--- config.mk ---
export PLATFORM = sky130hd
export DESIGN_NAME = spi_master_param
export DESIGN_NICKNAME = d
export VERILOG_FILES = /design/src/rtl/spi_master_param.sv
export SDC_FILE = /design/constraint.sdc
export NUM_CORES = 1
export LEC_CHECK = 0
export BUFFER_PORTS_ARGS = -buffer_cell sky130_fd_sc_hd__buf_2
export CAP_MARGIN = 15
export CORE_MARGIN = 3
export CORE_UTILIZATION = 45
export DETAILED_ROUTE_END_ITERATION = 8
export PLACE_DENSITY = 0.65
export SETUP_SLACK_MARGIN = 0.2
export SYNTH_ARGS = -nofsm -noshare
export SYNTH_HDL_FRONTEND = slang
export SYNTH_SLANG_ARGS = --single-unit
--- constraint.sdc ---
create_clock -name clk -period 4.3 [get_ports clk]
set_input_delay 0.215 -clock clk [delete_from_list [all_inputs] [get_ports clk]]
set_output_delay 0.215 -clock clk [all_outputs]
set_load 0.005 [all_outputs]
--- src/rtl/spi_master_param.sv ---
`timescale 1ns/1ps
`default_nettype none
// ============================================================================
// Module      : spi_master_param
// Description : Parameterised SPI master supporting all four SPI modes.
//               A transfer shifts out DATA_WIDTH bits on MOSI while sampling
//               the same number of bits from MISO. The bit rate is set by
//               CLK_DIV, and one of NUM_SS active-low slave selects is
//               driven for the duration of the transfer.
// Revision    : 1.0 - initial release
// ----------------------------------------------------------------------------
// Parameters
//   DATA_WIDTH : bits per transfer (2..32)
//   CLK_DIV    : clk cycles per SCLK half-period (1..255)
//   NUM_SS     : number of slave-select lines (1..16)
// Ports
//   clk        : in  - sole clock, rising edge
//   reset      : in  - asynchronous active-low reset
//   start      : in  - transfer request, honoured only when idle
//   din        : in  - transmit word, captured on the accepting edge
//   mode       : in  - {CPOL, CPHA}, captured on the accepting edge
//   ss_sel     : in  - target slave index, captured on the accepting edge
//   lsb_first  : in  - LSB-first order (present only with the macro below)
//   MISO       : in  - serial data from the slave
//   MOSI       : out - serial data to the slave
//   SCLK       : out - serial clock, idles at CPOL
//   SS         : out - active-low slave selects
//   dout       : out - last received word, updated once per transfer
//   busy       : out - high whenever a transfer is in progress
//   done       : out - one-cycle completion pulse
// Build option
//   SPI_MASTER_LSB_FIRST_EN : adds the lsb_first port. Without it every
//                             transfer is MSB first.
// ============================================================================
module spi_master_param #(
    parameter int DATA_WIDTH = 8,
    parameter int CLK_DIV    = 4,
    parameter int NUM_SS     = 4,
    localparam int SS_W      = (NUM_SS > 1) ? $clog2(NUM_SS) : 1
) (
    input  logic                  clk,
    input  logic                  reset,
    input  logic                  start,
    input  logic [DATA_WIDTH-1:0] din,
    input  logic [1:0]            mode,
    input  logic [SS_W-1:0]       ss_sel,
`ifdef SPI_MASTER_LSB_FIRST_EN
    input  logic                  lsb_first,
`endif
    input  logic                  MISO,
    output logic                  MOSI,
    output logic                  SCLK,
    output logic [NUM_SS-1:0]     SS,
    output logic [DATA_WIDTH-1:0] dout,
    output logic                  busy,
    output logic                  done
);

    // Divider counts 0..CLK_DIV, edge counter counts 0..2*DATA_WIDTH.
    localparam int DIV_W = $clog2(CLK_DIV + 1);
    localparam int CNT_W = $clog2(2 * DATA_WIDTH + 1);

    localparam logic [DIV_W-1:0] DIV_MAX   = DIV_W'(CLK_DIV);
    localparam logic [CNT_W-1:0] LAST_EDGE = CNT_W'(2 * DATA_WIDTH - 1);
    localparam logic [SS_W:0]    SS_LIMIT  = (SS_W + 1)'(NUM_SS);

    typedef enum logic [2:0] {
        ST_IDLE  = 3'd0,
        ST_LEAD  = 3'd1,
        ST_SHIFT = 3'd2,
        ST_TRAIL = 3'd3,
        ST_DONE  = 3'd4
    } state_t;

    state_t                  state_q,    state_d;
    logic [DIV_W-1:0]        div_q,      div_d;
    logic [CNT_W-1:0]        edge_cnt_q, edge_cnt_d;
    logic [DATA_WIDTH-1:0]   tx_q,       tx_d;
    logic [DATA_WIDTH-1:0]   rx_q,       rx_d;
    logic [DATA_WIDTH-1:0]   dout_q,     dout_d;
    logic                    mosi_q,     mosi_d;
    logic                    sclk_q,     sclk_d;
    logic [NUM_SS-1:0]       ss_q,       ss_d;
    logic                    cpha_q,     cpha_d;
    logic [SS_W-1:0]         sel_q,      sel_d;

    logic                    start_ok;
    logic                    div_hit;
    logic                    sclk_edge;
    logic                    odd_edge;
    logic [NUM_SS-1:0]       ss_sel_mask;
    logic [DATA_WIDTH-1:0]   tx_load;
    logic [DATA_WIDTH-1:0]   rx_word;

    // ------------------------------------------------------------------------
    // Bit-order handling. The shift engine is always MSB first; LSB-first
    // transfers are obtained by reversing the word on load and on unload,
    // which puts din[0] on the wire first and the first received bit in
    // dout[0].
    // ------------------------------------------------------------------------
`ifdef SPI_MASTER_LSB_FIRST_EN
    logic lsb_q, lsb_d;

    function automatic logic [DATA_WIDTH-1:0] bit_rev(input logic [DATA_WIDTH-1:0] v);
        logic [DATA_WIDTH-1:0] r;
        for (int i = 0; i < DATA_WIDTH; i++) begin
            r[i] = v[DATA_WIDTH-1-i];
        end
        return r;
    endfunction

    always_comb begin
        tx_load = lsb_first ? bit_rev(din)  : din;
        rx_word = lsb_q     ? bit_rev(rx_q) : rx_q;
    end
`else
    always_comb begin
        tx_load = din;
        rx_word = rx_q;
    end
`endif

    // Out-of-range slave indices are refused outright rather than aliased.
    assign start_ok    = start && ({1'b0, ss_sel} < SS_LIMIT);
    assign ss_sel_mask = ~(NUM_SS'(1) << sel_q);

    // An SCLK edge is due when the divider reaches CLK_DIV while the clock
    // is running (LEAD produces edge 1, SHIFT produces edges 2..2N).
    assign div_hit   = (div_q == DIV_MAX);
    assign sclk_edge = div_hit && ((state_q == ST_LEAD) || (state_q == ST_SHIFT));
    // edge_cnt_q holds the number of edges already produced, so the edge
    // about to happen is odd when that count is even.
    assign odd_edge  = ~edge_cnt_q[0];

    // ------------------------------------------------------------------------
    // Next-state and datapath logic
    // ------------------------------------------------------------------------
    always_comb begin
        state_d    = state_q;
        div_d      = div_q;
        edge_cnt_d = edge_cnt_q;
        tx_d       = tx_q;
        rx_d       = rx_q;
        dout_d     = dout_q;
        mosi_d     = mosi_q;
        sclk_d     = sclk_q;
        ss_d       = ss_q;
        cpha_d     = cpha_q;
        sel_d      = sel_q;
`ifdef SPI_MASTER_LSB_FIRST_EN
        lsb_d      = lsb_q;
`endif

        case (state_q)
            ST_IDLE: begin
                // SCLK tracks the requested polarity so it already sits at
                // CPOL when a transfer begins.
                sclk_d = mode[1];
                mosi_d = 1'b0;
                ss_d   = '1;
                div_d  = '0;
                if (start_ok) begin
                    state_d    = ST_LEAD;
                    edge_cnt_d = '0;
                    tx_d       = tx_load;
                    rx_d       = '0;
                    cpha_d     = mode[0];
                    sel_d      = ss_sel;
`ifdef SPI_MASTER_LSB_FIRST_EN
                    lsb_d      = lsb_first;
`endif
                end
            end

            ST_LEAD: begin
                div_d = div_q + DIV_W'(1);
                // First LEAD cycle: select the slave and, in CPHA=0, put the
                // first bit out so it is stable before the sampling edge.
                if (div_q == '0) begin
                    ss_d = ss_sel_mask;
                    if (!cpha_q) begin
                        mosi_d = tx_q[DATA_WIDTH-1];
                        tx_d   = tx_q << 1;
                    end
                end
            end

            ST_SHIFT: begin
                div_d = div_q + DIV_W'(1);
            end

            ST_TRAIL: begin
                div_d = div_q + DIV_W'(1);
                // Half a period after the last edge the slave is released
                // and the received word is published.
                if (div_hit) begin
                    state_d = ST_DONE;
                    div_d   = '0;
                    ss_d    = '1;
                    mosi_d  = 1'b0;
                    dout_d  = rx_word;
                end
            end

            ST_DONE: begin
                state_d = ST_IDLE;
                div_d   = '0;
            end

            default: begin
                state_d = ST_IDLE;
                div_d   = '0;
                ss_d    = '1;
                mosi_d  = 1'b0;
            end
        endcase

        // Shared SCLK edge handling for LEAD and SHIFT.
        if (sclk_edge) begin
            sclk_d     = ~sclk_q;
            div_d      = DIV_W'(1);
            edge_cnt_d = edge_cnt_q + CNT_W'(1);

            if (odd_edge) begin
                if (cpha_q) begin
                    mosi_d = tx_q[DATA_WIDTH-1];
                    tx_d   = tx_q << 1;
                end else begin
                    rx_d = {rx_q[DATA_WIDTH-2:0], MISO};
                end
            end else begin
                if (cpha_q) begin
                    rx_d = {rx_q[DATA_WIDTH-2:0], MISO};
                end else if (edge_cnt_q != LAST_EDGE) begin
                    // No shift after the final edge: all N bits are out.
                    mosi_d = tx_q[DATA_WIDTH-1];
                    tx_d   = tx_q << 1;
                end
            end

            state_d = (edge_cnt_q == LAST_EDGE) ? ST_TRAIL : ST_SHIFT;
        end
    end

    // ------------------------------------------------------------------------
    // State register
    // ------------------------------------------------------------------------
    always_ff @(posedge clk or negedge reset) begin
        if (!reset) begin
            state_q    <= ST_IDLE;
            div_q      <= '0;
            edge_cnt_q <= '0;
            tx_q       <= '0;
            rx_q       <= '0;
            dout_q     <= '0;
            mosi_q     <= 1'b0;
            sclk_q     <= 1'b0;
            ss_q       <= '1;
            cpha_q     <= 1'b0;
            sel_q      <= '0;
`ifdef SPI_MASTER_LSB_FIRST_EN
            lsb_q      <= 1'b0;
`endif
        end else begin
            state_q    <= state_d;
            div_q      <= div_d;
            edge_cnt_q <= edge_cnt_d;
            tx_q       <= tx_d;
            rx_q       <= rx_d;
            dout_q     <= dout_d;
            mosi_q     <= mosi_d;
            sclk_q     <= sclk_d;
            ss_q       <= ss_d;
            cpha_q     <= cpha_d;
            sel_q      <= sel_d;
`ifdef SPI_MASTER_LSB_FIRST_EN
            lsb_q      <= lsb_d;
`endif
        end
    end

    // ------------------------------------------------------------------------
    // Outputs
    // ------------------------------------------------------------------------
    assign MOSI = mosi_q;
    assign SCLK = sclk_q;
    assign SS   = ss_q;
    assign dout = dout_q;
    assign busy = (state_q != ST_IDLE);
    assign done = (state_q == ST_DONE);

endmodule

`default_nettype wire

# Yosys cells after proc, flatten, opt, wreduce, memory -nomap -nowiden
# Cells that the tools add are included.
[op_classes]
bitwise = 3
mux = 40
shifts = 1
n_eq_ne = 12
reduce_logical = 14
n_addsub = 2
[ops]
columns = ["cell", "count"]
rows = [
  ["$mux W8", 14],
  ["$pmux W8 S2", 1],
  ["$mux W3", 5],
  ["$mux W5", 3],
  ["$pmux W4 S3", 1],
  ["$mux W1", 11],
  ["$pmux W3 S3", 1],
  ["$mux W4", 2],
  ["$eq A3 B2 Y1 const B", 2],
  ["$eq A3 B3 Y1 const B", 2],
  ["$logic_not A3 Y1", 2],
  ["$ne A3 B3 Y1 const B", 2],
  ["$pmux W3 S2", 1],
  ["$reduce_and A2 Y1", 3],
  ["$reduce_and A3 Y1", 2],
  ["$add A5 B1 Y5 const B", 1],
  ["$eq A5 B4 Y1 const B", 1],
  ["$ne A5 B4 Y1 const B", 1],
  ["$ne A2 B1 Y1 const B", 2],
  ["$not A4 Y4", 1],
  ["$reduce_bool A2 Y1", 2],
  ["$reduce_or A2 Y1", 2],
  ["$shl A1 B2 Y4 const A", 1],
  ["$add A3 B1 Y3 const B", 1],
  ["7 further kinds", 8],
]
[word_totals]
reg_bits = 44
elab_cells = 83

# Logic depth before layout (Yosys ltp)
[logic_depth]
word_depth = 7
ltp_mapped = 8
mapped_depth_nobuf = 7

# Worst setup path before layout
# No wires, ideal clock.
[synth_timing]
path_kind = "reg-to-reg"
from = "register edge_cnt_q[0]"
to = "register tx_q[1]"
path_stages_with_launch = 9
n_path_buf = 1
period_less_slack_ns = 2.198
setup_slack_ns = 2.102
arrival_time_ns = 2.120
setup_time_ns = 0.078
path_cell_list = "dfrtp_1 > ha_1 > and3_1 > ha_1 > or3b_4 > a211oi_4 > a31o_4 > buf_8 > o2bb2ai_1"
[synth_via]
elab_chain_cells = 5
[synth_rtl]
columns = ["element", "line_no", "text"]
rows = [
  ["start, declared", "77", "logic [CNT_W-1:0] edge_cnt_q, edge_cnt_d;"],
  ["start signal, assigned", "267", "edge_cnt_q <= edge_cnt_d;"],
  ["$ne A5 B4 Y1", "234", "end else if (edge_cnt_q != LAST_EDGE) begin"],
  ["$mux W8", "234", ""],
  ["$mux W8", "232", "if (cpha_q) begin"],
  ["$mux W8 *", "224", "if (odd_edge) begin"],
  ["$mux W8 *", "219", "if (sclk_edge) begin"],
  ["via tx_d[1]", "78", "logic [DATA_WIDTH-1:0] tx_q, tx_d;"],
  ["end signal, assigned", "268", "tx_q <= tx_d;"],
  ["end, declared", "78", ""],
]
# Mark *: on every way through the listed nets, which the timed path passes. The rest lies on a longest branch.
# A chain may end at the register's enable or synchronous reset.

# Worst setup path in the final report
# Same ends and word-level chain as after synthesis.

==> flow_metrics.py <==
metrics = {
    "worst_setup_path": {
        "r2r_start": "edge_cnt_q[0]$_DFFE_PN0P_",
        "end_kind": "flip-flop",
        "r2r_setup_slack_ps": 1960,
        "startpoint": "edge_cnt_q[0]$_DFFE_PN0P_",
        "rr_endpoint": "tx_q[1]$_DFF_PN0_",
        "cp_data_required_time_ps": 4520,
        "startpoint_type": "flip-flop",
        "critPathCapture": "tx_q[1]$_DFF_PN0_",
        "reg2reg_depth": 7,
        "crit_path_max_fanout": 10,
        "worstSetupPathType": "reg -> reg",
        "cp.arrival_ps": 2570,
    },
    "cts": {
        "cts.sinks": 44,
        "cts_buffer_depth": 2,
        "htree_levels": 2,
        "cts_hold_buf": 0,
        "worstSkewPairLatency_ps": 300,
        "cts-resized-gates": 0,
        "cts_tree": "yes",
        "clk_pin_slew_ps": 90,
        "post-cts-setup-buffers": 0,
        "clockRootBuffer": "clkbuf_8",
        "numCtsBuffers": 5,
    },
    "yosys": {
        "ys_warn_count": 0,
        "syn_area_um2": 2210,
        "synth.area.mux_share_pct": 11.3,
        "yosysTopAreaCellShare_pct": 45.3,
        "ys.flop_type": "dfrtp_1",
        "synth_top_family_by_area": "compound AO/OA/AOI/OAI gates",
        "yosys.area_share.xor_xnor_pct": 2.43,
        "yosys.area_share.simple_pct": 14.4,
        "async_flop_share_pct": 100,
        "ys_ff_latch": 44,
        "synth-compound-area-share_pct": 14.7,
        "synthCells": 203,
        "post_synth.cell_area_avg_um2": 10.9,
        "synth_area_leader_cell": "dfrtp_1",
        "syn_nets": 223,
        "synth_enable_flop_cells": 0,
        "synthAdderAreaFrac_pct": 2.27,
        "synth.area.top_cells": "dfrtp_1, mux2_2, dfstp_2, nand2_1, mux2i_1",
        "yosysSeqAreaShare_pct": 50.1,
        "synth_cell_types": 44,
    },
    "floorplanning": {
        "die_w_um": 76.1,
        "fp.dieH_um": 76.1,
        "start_util_pct": 48.7,
        "ios": 32,
        "die-area_um2": 5790,
        "core.rowCount": 24,
        "core_area_um2": 4530,
    },
    "power_and_ir_drop": {
        "p_int_mw": 1.04,
        "combPwrFrac_pct": 34.9,
        "pwr-share-clk_pct": 19.3,
        "p_seq_share_pct": 45.8,
        "swShare_pct": 35.8,
        "power.density_nw_per_um2": 655,
        "power_switching_uw": 584,
        "peakVddDrop_mv": 0.261,
        "p_leak_nw": 1.15,
    },
    "job": {
        "maxCapViolations": 0,
    },
    "timing": {
        "rsz0062_at_grt": "no",
        "hold_viol": 0,
        "slew_violations": 0,
        "tightestPinTransition_ps": 948,
        "clock_skew_ps": 9.51,
        "tns_ps": 0,
        "maxSlewHeadroom_pct": 36.8,
        "min_period_over_period_pct": 54.5,
        "setup_slack_ps": 1960,
        "fmax_mhz": 427,
        "min_period_ps": 2340,
        "setup_viol": 0,
        "fin_hold_ws_ps": 58.9,
    },
    "global_routing": {
        "overflow": 0,
        "grtUsageTotal_pct": 14.5,
        "grt_pass1_vias": 1429,
        "grt_max_degree": 45,
        "grt_first_pass_wirelength_mm": 6.84,
        "antenna_found_initial": 0,
    },
    "hold_path": {
        "hold_path.class": "in -> async",
    },
    "final_layout": {
        "area_growth_pct": 12.6,
        "fin_nets": 250,
        "final_common_cell": "dfrtp_1",
        "final_cell_mix": "dfrtp_1, buf_2, nand2_1",
        "postLayoutCoreUtil_pct": 54.9,
        "drive_above_1_share_pct": 30.3,
        "num_antenna_cells": 0,
    },
    "placed_design": {
        "dp_hpwl_mm": 2.71,
        "dp_slack_ps": 1960,
        "io_buffer_count": 31,
        "gp_congestion": 0.725,
    },
    "detailed_routing": {
        "drc": 0,
        "routedWlPerCell_um": 13.3,
        "drtAntennaViolNets": 0,
        "vias": 1530,
        "post_drt_via_cell_ratio": 5.17,
        "firstDrtPassIters": 4,
        "drt_iter0_drc": 113,
        "wirelength_mm": 3.92,
    },
    "run_status": {
        "outcome": "completed",
    },
}
## layout make-up
type / instances / area, µm²
fill: 432 / 2050
inverter: 8 / 30.0
clock inverter: 3 / 42.5
tap: 65 / 81.3
timing repair buffer: 32 / 163
clock buffer: 5 / 68.8
sequential: 44 / 1110
multi-input combinational: 139 / 996
## sequential cells by signal (all words and copies together) (netlist names)
name,count
cpha_q,1
dout,8
sel_q,2
MOSI,1
SS,4
SCLK,1
rx_q,8
div_q,3
state_q,3
tx_q,8
edge_cnt_q,5
## metal layers
metal  part of all wire (%)  vias up  global-route usage, %
li1                       -      769                      -
met1                     50      738                   19.8
met2                     45       19                   21.3
met3                    3.2        4                   3.43
met4                    1.5        0                   8.15
met5                      0        -                      0
## through the flow
step	area, µm²	std cells	power [mW]
floorplan	2210	203	1.20
global placement	2380	288	1.32
detailed placement	2380	288	1.33
CTS	2490	296	1.65
global route	2490	296	1.76
finish	2490	296	1.63
## synth_stat cells (all sizes together), types with 3 or more instances
cell type  instances
a211oi             3
a21o               3
a21oi             13
and3               3
buf                7
clkbuf             5
dfrtp             40
dfstp              4
ha                 4
inv                8
mux2              15
mux2i              8
nand2             22
nand3              4
nand3b             3
nor2              13
nor3               4
nor3b              5
o21ai             14
o2bb2ai            7
## how the worst min path moves through the flow
stage / from / endpoint / depth (start not counted)
3_5_place_dp: reset / state_q[1]$_DFFE_PN0P_ / 1
5_1_grt: reset / rx_q[6]$_DFF_PN0_ / 1
3_3_place_gp: reset / dout[7]$_DFFE_PN0P_ / 1
2_1_floorplan: reset / MOSI$_DFF_PN0_ / 0
6_report: reset / div_q[2]$_DFF_PN0_ / 1
4_1_cts: reset / rx_q[7]$_DFF_PN0_ / 1
## cell families (layout without fill, tap and decap cells)
kind of cell	Yosys count	count (layout)
mux	23	23
simple gates	60	60
xor+xnor	4	4
compound gates	48	48
flops	44	44
fa+ha+maj	4	4
buf+inv	20	48
## power groups by stage
stage / Sequential (mW) / Combinational (mW) / Clock, mW
3_5_place_dp: 0.755 / 0.578 / 0
6_report: 0.746 / 0.568 / 0.315
2_1_floorplan: 0.693 / 0.505 / 0
4_1_cts: 0.748 / 0.580 / 0.326
5_1_grt: 0.771 / 0.645 / 0.343
3_3_place_gp: 0.752 / 0.571 / 0
## worst max-delay path, cell delays in order (launching register included)
cell,delay [ps]
dfrtp_1,450
ha_1,240
and3_1,180
ha_1,210
or3b_4,410
a211oi_4,440
a31o_4,210
o2bb2ai_1,130
Note: power is estimated with default switching activity, not from simulation.
